`src/rtl/ysyx_22040386_lsu_ctrl.sv`:
```
`default_nettype none
// ============================================================================
//  ysyx_22040386_lsu_ctrl : MEM-stage load/store unit on a valid/ready bus
//  Rev 1.0
// ============================================================================
module ysyx_22040386_lsu_ctrl #(
   parameter int XLEN    = 64,
   parameter int AW      = 64,
   parameter int TIMEOUT = 255
) (
   input  logic              i_LSU_clk,
   input  logic              i_LSU_rst_n,
   input  logic              i_LSU_valid,
   input  logic              i_LSU_MemRead,
   input  logic              i_LSU_MemWrite,
   input  logic [2:0]        i_LSU_mem_mask,
   input  logic [AW-1:0]     i_LSU_addr,
   input  logic [XLEN-1:0]   i_LSU_wdata,
   output logic              o_LSU_stall,
   output logic              o_LSU_done,
   output logic [XLEN-1:0]   o_LSU_rdata,
   output logic              o_LSU_misalign,
   output logic              o_LSU_err,
   output logic              o_LSU_req_valid,
   input  logic              i_LSU_req_ready,
   output logic              o_LSU_req_wen,
   output logic [AW-1:0]     o_LSU_req_addr,
   output logic [XLEN-1:0]   o_LSU_req_wdata,
   output logic [XLEN/8-1:0] o_LSU_req_wmask,
   input  logic              i_LSU_rsp_valid,
   input  logic [XLEN-1:0]   i_LSU_rsp_data,
   input  logic              i_LSU_rsp_err
);

   localparam int NB = XLEN / 8;
   localparam int OW = $clog2(NB);
   localparam int CW = $clog2(TIMEOUT + 1);

   typedef enum logic [1:0] {
      S_IDLE = 2'd0,
      S_REQ  = 2'd1,
      S_WAIT = 2'd2,
      S_DONE = 2'd3
   } state_t;

   state_t          state_q;
   logic [CW-1:0]   cnt_q;
   logic            wen_q;
   logic [AW-1:0]   addr_q;
   logic [XLEN-1:0] wdata_q;
   logic [NB-1:0]   wmask_q;
   logic [1:0]      size_q;
   logic            zext_q;
   logic [OW-1:0]   off_q;
   logic [XLEN-1:0] rdata_q;
   logic            misal_q;
   logic            err_q;

   logic            w_access;
   logic [OW-1:0]   w_off;
   logic [1:0]      w_size;
   logic [3:0]      w_nbytes;
   logic            w_misal;
   logic [7:0]      w_base8;
   logic [NB-1:0]   w_wmask;
   logic [XLEN-1:0] w_sh;
   logic [XLEN-1:0] w_hi;
   logic            w_sign;
   logic [XLEN-1:0] w_ext;
   logic [CW-1:0]   w_cnt_inc;

   assign w_access  = i_LSU_valid & (i_LSU_MemRead | i_LSU_MemWrite);
   assign w_off     = i_LSU_addr[OW-1:0];
   assign w_size    = i_LSU_mem_mask[1:0];
   assign w_nbytes  = 4'd1 << w_size;
   // A doubleword on a 32-bit bus is wider than the bus and can never be aligned.
   assign w_misal   = ((4'(w_off) & (w_nbytes - 4'd1)) != 4'd0) | (w_nbytes > 4'(NB));
   assign w_cnt_inc = cnt_q + CW'(1);

   always_comb begin
      w_base8 = 8'h00;
      case (w_size)
         2'd0:    w_base8 = 8'h01;
         2'd1:    w_base8 = 8'h03;
         2'd2:    w_base8 = 8'h0F;
         default: w_base8 = 8'hFF;
      endcase
      w_wmask = NB'(w_base8) << w_off;
   end

   // Load extraction: w_hi marks the bits above the field, filled by sign or zero.
   assign w_sh = i_LSU_rsp_data >> {off_q, 3'b000};

   always_comb begin
      w_hi   = '0;
      w_sign = 1'b0;
      case (size_q)
         2'd0: begin
            w_hi   = {XLEN{1'b1}} << 8;
            w_sign = w_sh[7];
         end
         2'd1: begin
            w_hi   = {XLEN{1'b1}} << 16;
            w_sign = w_sh[15];
         end
         2'd2: begin
            w_hi   = {XLEN{1'b1}} << 32;
            w_sign = w_sh[31];
         end
         default: begin
            w_hi   = '0;
            w_sign = 1'b0;
         end
      endcase
      w_ext = (w_sh & ~w_hi) | ((w_sign & ~zext_q) ? w_hi : '0);
   end

   always_ff @(posedge i_LSU_clk or negedge i_LSU_rst_n) begin
      if (!i_LSU_rst_n) begin
         state_q <= S_IDLE;
         cnt_q   <= '0;
         wen_q   <= 1'b0;
         addr_q  <= '0;
         wdata_q <= '0;
         wmask_q <= '0;
         size_q  <= 2'd0;
         zext_q  <= 1'b0;
         off_q   <= '0;
         rdata_q <= '0;
         misal_q <= 1'b0;
         err_q   <= 1'b0;
      end else begin
         misal_q <= 1'b0;
         err_q   <= 1'b0;
         case (state_q)
            S_IDLE: begin
               cnt_q <= '0;
               if (w_access) begin
                  if (w_misal) begin
                     misal_q <= 1'b1;
                     state_q <= S_DONE;
                  end else begin
                     wen_q   <= i_LSU_MemWrite;
                     addr_q  <= {i_LSU_addr[AW-1:OW], OW'(0)};
                     wdata_q <= i_LSU_wdata << {w_off, 3'b000};
                     wmask_q <= w_wmask;
                     size_q  <= w_size;
                     zext_q  <= i_LSU_mem_mask[2];
                     off_q   <= w_off;
                     state_q <= S_REQ;
                  end
               end
            end
            S_REQ: begin
               if (i_LSU_req_ready) begin
                  state_q <= S_WAIT;
               end
            end
            S_WAIT: begin
               cnt_q <= w_cnt_inc;
               if (i_LSU_rsp_valid) begin
                  err_q   <= i_LSU_rsp_err;
                  state_q <= S_DONE;
                  if (!wen_q && !i_LSU_rsp_err) begin
                     rdata_q <= w_ext;
                  end
               end else if (w_cnt_inc == CW'(TIMEOUT)) begin
                  err_q   <= 1'b1;
                  state_q <= S_DONE;
               end
            end
            default: begin
               state_q <= S_IDLE;
            end
         endcase
      end
   end

   // Stall is forced low in reset so every output is quiet while rst_n is held.
   assign o_LSU_stall     = i_LSU_rst_n & (((state_q == S_IDLE) & w_access) |
                                           (state_q == S_REQ) | (state_q == S_WAIT));
   assign o_LSU_done      = (state_q == S_DONE);
   assign o_LSU_rdata     = rdata_q;
   assign o_LSU_misalign  = misal_q;
   assign o_LSU_err       = err_q;
   assign o_LSU_req_valid = (state_q == S_REQ);
   assign o_LSU_req_wen   = wen_q;
   assign o_LSU_req_addr  = addr_q;
   assign o_LSU_req_wdata = wdata_q;
   assign o_LSU_req_wmask = wmask_q;

endmodule
`default_nettype wire
```
`config.mk`:
```
export PLATFORM = sky130hd
export DESIGN_NAME = ysyx_22040386_lsu_ctrl
export DESIGN_NICKNAME = d
export VERILOG_FILES = /design/src/rtl/ysyx_22040386_lsu_ctrl.sv
export SDC_FILE = /design/constraint.sdc
export NUM_CORES = 1
export LEC_CHECK = 0
export CAP_MARGIN = 10
export CORE_MARGIN = 10
export CORE_UTILIZATION = 42
export CTS_CLUSTER_DIAMETER = 80
export DETAILED_ROUTE_END_ITERATION = 10
export GPL_TIMING_DRIVEN = 0
export PLACE_DENSITY_LB_ADDON = 0.3
export SYNTH_ARGS = -nofsm -noshare
export SYNTH_HDL_FRONTEND = slang
export SYNTH_SLANG_ARGS = --single-unit
```
`constraint.sdc`:
```
create_clock -name i_LSU_clk -period 2.1 [get_ports i_LSU_clk]
set_input_delay 0.21 -clock i_LSU_clk [delete_from_list [all_inputs] [get_ports i_LSU_clk]]
set_output_delay 0.21 -clock i_LSU_clk [all_outputs]
set_load 0.02 [all_outputs]
```
==> flow_summary_export.csv <==
group,metric,value,unit
floorplanning,die_y,187,um
global_route,grt_pass1_wl,79800,um
floorplanning,start_util,0.424,
timing,drv_slew,0,
timing,tns,-1.31,ns
timing,tightest_slew,0.934,ns
cts,cts-htree-levels,1,
pwr,p_leak,7.73,nW
drt,dr.pass1.iters,5,
logic_synthesis,synth_enable_flop_cells,0,
timing,hold_violations,114,
logic_synthesis,syn_avg_cell_area,9.14,um2
logic_synthesis,synth_cells,1286,
worst_setup_path,worstPathRequired,2.56,ns
logic_synthesis,synth-seq-cells,216,
cells_and_area,syn_to_final_growth,52.1,%
worst_setup_path,r2r_cells,9,
logic_synthesis,yosys.area.top_type_share,0.460,
placement,portBuffers,402,
drt,viasPerCell,5.77,
timing,fin_hold_ws,-0.275,ns
logic_synthesis,synth.cell_area,11800,um2
cts,path_clk_slew,0.06,ns
cells_and_area,n_fill_cell,2262,
logic_synthesis,ys_seq_area_frac,0.460,
floorplanning,ios,409,
placement,dp_hpwl,41400,um
cts,cts.sinks,216,
global_route,grt.overflow.total,0,
cts,clk_latency,0.54,ns
worst_setup_path,critPathArrivalTime,2.64,ns
drt,highest_layer,"met4",
drt,wl_met3,5600,um
timing,fin_ws,-0.0826,ns
flow_run,drv_cap,0,
cts,clockBufferDepth,3,
timing,slew_headroom,0.377,
placement,placedCellCount,2069,
drt,vias,12300,
worst_setup_path,r2r-end,"o_LSU_rdata[55]",
outcome,violations,"negative hold slack, negative setup slack",
worst_setup_path,r2r-start,"off_q[1]",
logic_synthesis,ys_types,50,
timing,clock.fmax,458,MHz
global_route,grt_pass1_vias,12600,
worst_setup_path,reg2reg_slack,-0.08,ns
global_route,antenna_found_initial,0,
floorplanning,die_x,187,um
worst_setup_path,start_kind,"register",
timing,setup_viol,42,
cts,cts_buffers,26,
drt,drt_iter0_drc,1021,
cells_and_area,diodes,0,
drt,wire_per_inst,25.0,um
logic_synthesis,synthTopCellsByCount,"nand2_1 (305), dfrtp_1 (216), nor2_1 (103)",
cells_and_area,fin_area,17900,um2
cts,cts-root-buf,"clkbuf_16",
floorplanning,core-area,27700,um2
worst_setup_path,cp_max_fo,8,
global_route,track_usage,0.292,
timing,period_needed,2.18,ns
global_route,grt_max_degree,117,
worst_setup_path,path_class,"reg -> reg",
drt,m1WireLength,20600,um
logic_synthesis,ys_async_sr_fraction,1.00,
drt,ant_nets,0,
placement,dpl_cell_area,16300,um2
logic_synthesis,synth-main-ff-cell,"dfrtp_1",
drt,wirelength,53200,um
drt,post-route-drc-count,0,
logic_synthesis,yosysWarnings,0,
worst_hold_path,hold_path_class,"in -> async",
timing,fin_skew,0.0105,ns
cells_and_area,drive_gt1_frac,0.134,
drt,wl_met2,25000,um
timing,period_share,1.04,
pwr,vdd_drop_max,886,uV
floorplanning,dieArea,35100,um2
cells_and_area,fin_nets,1943,
placement,post-place-ws,-1.35,ns
timing,rsz0062_at_grt,"yes",
logic_synthesis,synthTopCellsByArea,"dfrtp_1 (46%), nand2_1 (9.7%), mux2i_1 (8.2%)",
logic_synthesis,yosysTopAreaCell,"dfrtp_1",
floorplanning,row_count,61,
placement,gp_congestion,0.996,
logic_synthesis,synth.most_common_cell,"nand2_1",
cells_and_area,fin_cells,2132,
worst_setup_path,critPathCaptureType,"register",
cts,cts_tree,"done",
outcome,status,"finished with violations",
pwr,p_per_area,1520,nW/um2
==> worst max-delay path, cell delays in order, from the launching register on <==
cell,delay [ns]
dfrtp_2,0.45
buf_12,0.15
mux2i_4,0.17
mux4_2,0.52
nor3_4,0.19
buf_6,0.14
nor3_4,0.04
buf_12,0.15
buf_8,0.14
a31oi_1,0.16
==> where the power goes <==
group / internal (W) / switching (W)
Combinational: 0.00675 / 0.00821
Clock: 0.00311 / 0.00194
Sequential: 0.00606 / 0.00118
==> logic make-up (layout without fill, tap and decap cells) <==
logic type	after synthesis	in the layout	share of synthesized area
buf+inv	122	588	0.0456
fa+ha+maj	6	6	0.00639
compound gates	331	331	0.187
other cells	1	3	0.000319
mux	128	128	0.130
flops	216	216	0.460
simple gates	479	479	0.169
xor+xnor	3	3	0.00224
==> cell usage in the layout, fill, tap and decap left out, drive strengths merged, types with 10 or more instances in the layout <==
master	instances
dfrtp	216
nor2b	28
o21a	18
mux2	14
a2bb2oi	14
o21ai	51
a21o	10
o211ai	18
a31oi	21
clkdlybuf4s50	399
a211oi	49
clkbuf	88
mux2i	96
nor2	103
buf	69
o221ai	10
a21oi	86
clkinv	13
nand2	305
o31ai	21
mux4	18
==> area by class of cell <==
type,instances,area [um2],area share
inverters,12,45.0,0.00252
multi-input cells,950,6130,0.343
well taps,378,473,0.0265
flip-flops and latches,216,5410,0.302
clock inverters,19,282,0.0158
plain buffers,108,597,0.0334
repair buffers,420,4250,0.238
clock buffers,29,683,0.0382
==> registers in the layout (all words and copies together) (netlist names) <==
signal and count:
off_q 3, cnt_q 8, o_LSU_req_wmask 8, size_q 2, o_LSU_err 1, state_q 2, o_LSU_req_wen 1, o_LSU_misalign 1
o_LSU_rdata 64, o_LSU_req_wdata 64, o_LSU_req_addr 61, zext_q 1
==> stage by stage <==
stage	total power [W]	util
after floorplan	0.0143	-
after global placement	0.0207	0.587
after detailed placement	0.0209	0.588
after CTS	0.0269	0.638
after global routing	0.0286	0.645
final	0.0272	0.645
==> timing repair <==
| action | in CTS | in global routing |
|---|---|---|
| buffers inserted | 15 | 2 |
| pin swaps | 9 | 12 |
| gates resized for setup | 95 | 58 |
| cloned | 3 | 1 |
| endpoints found under the hold margin | 114 | 114 |
| endpoints found under the setup margin | 208 | 192 |
==> worst max-delay path by stage <==
stage,start,slack (ns),end
after floorplan,off_q[1],0.15,o_LSU_rdata[44]
after global placement,i_LSU_rst_n,-8.40,o_LSU_req_addr[45]
after detailed placement,i_LSU_MemWrite,-1.35,o_LSU_req_addr[3]
after CTS,off_q[1],-0.15,o_LSU_rdata[54]
after global routing,off_q[1],-0.14,o_LSU_rdata[52]
final,off_q[1],-0.08,o_LSU_rdata[55]
==> layer usage <==
layer | up-vias | track usage
li1 | 5410 | -
met1 | 6026 | 0.355
met2 | 748 | 0.482
met3 | 125 | 0.0831
met4 | 0 | 0.105
met5 | - | 0
(Power assumes the default switching activity.)
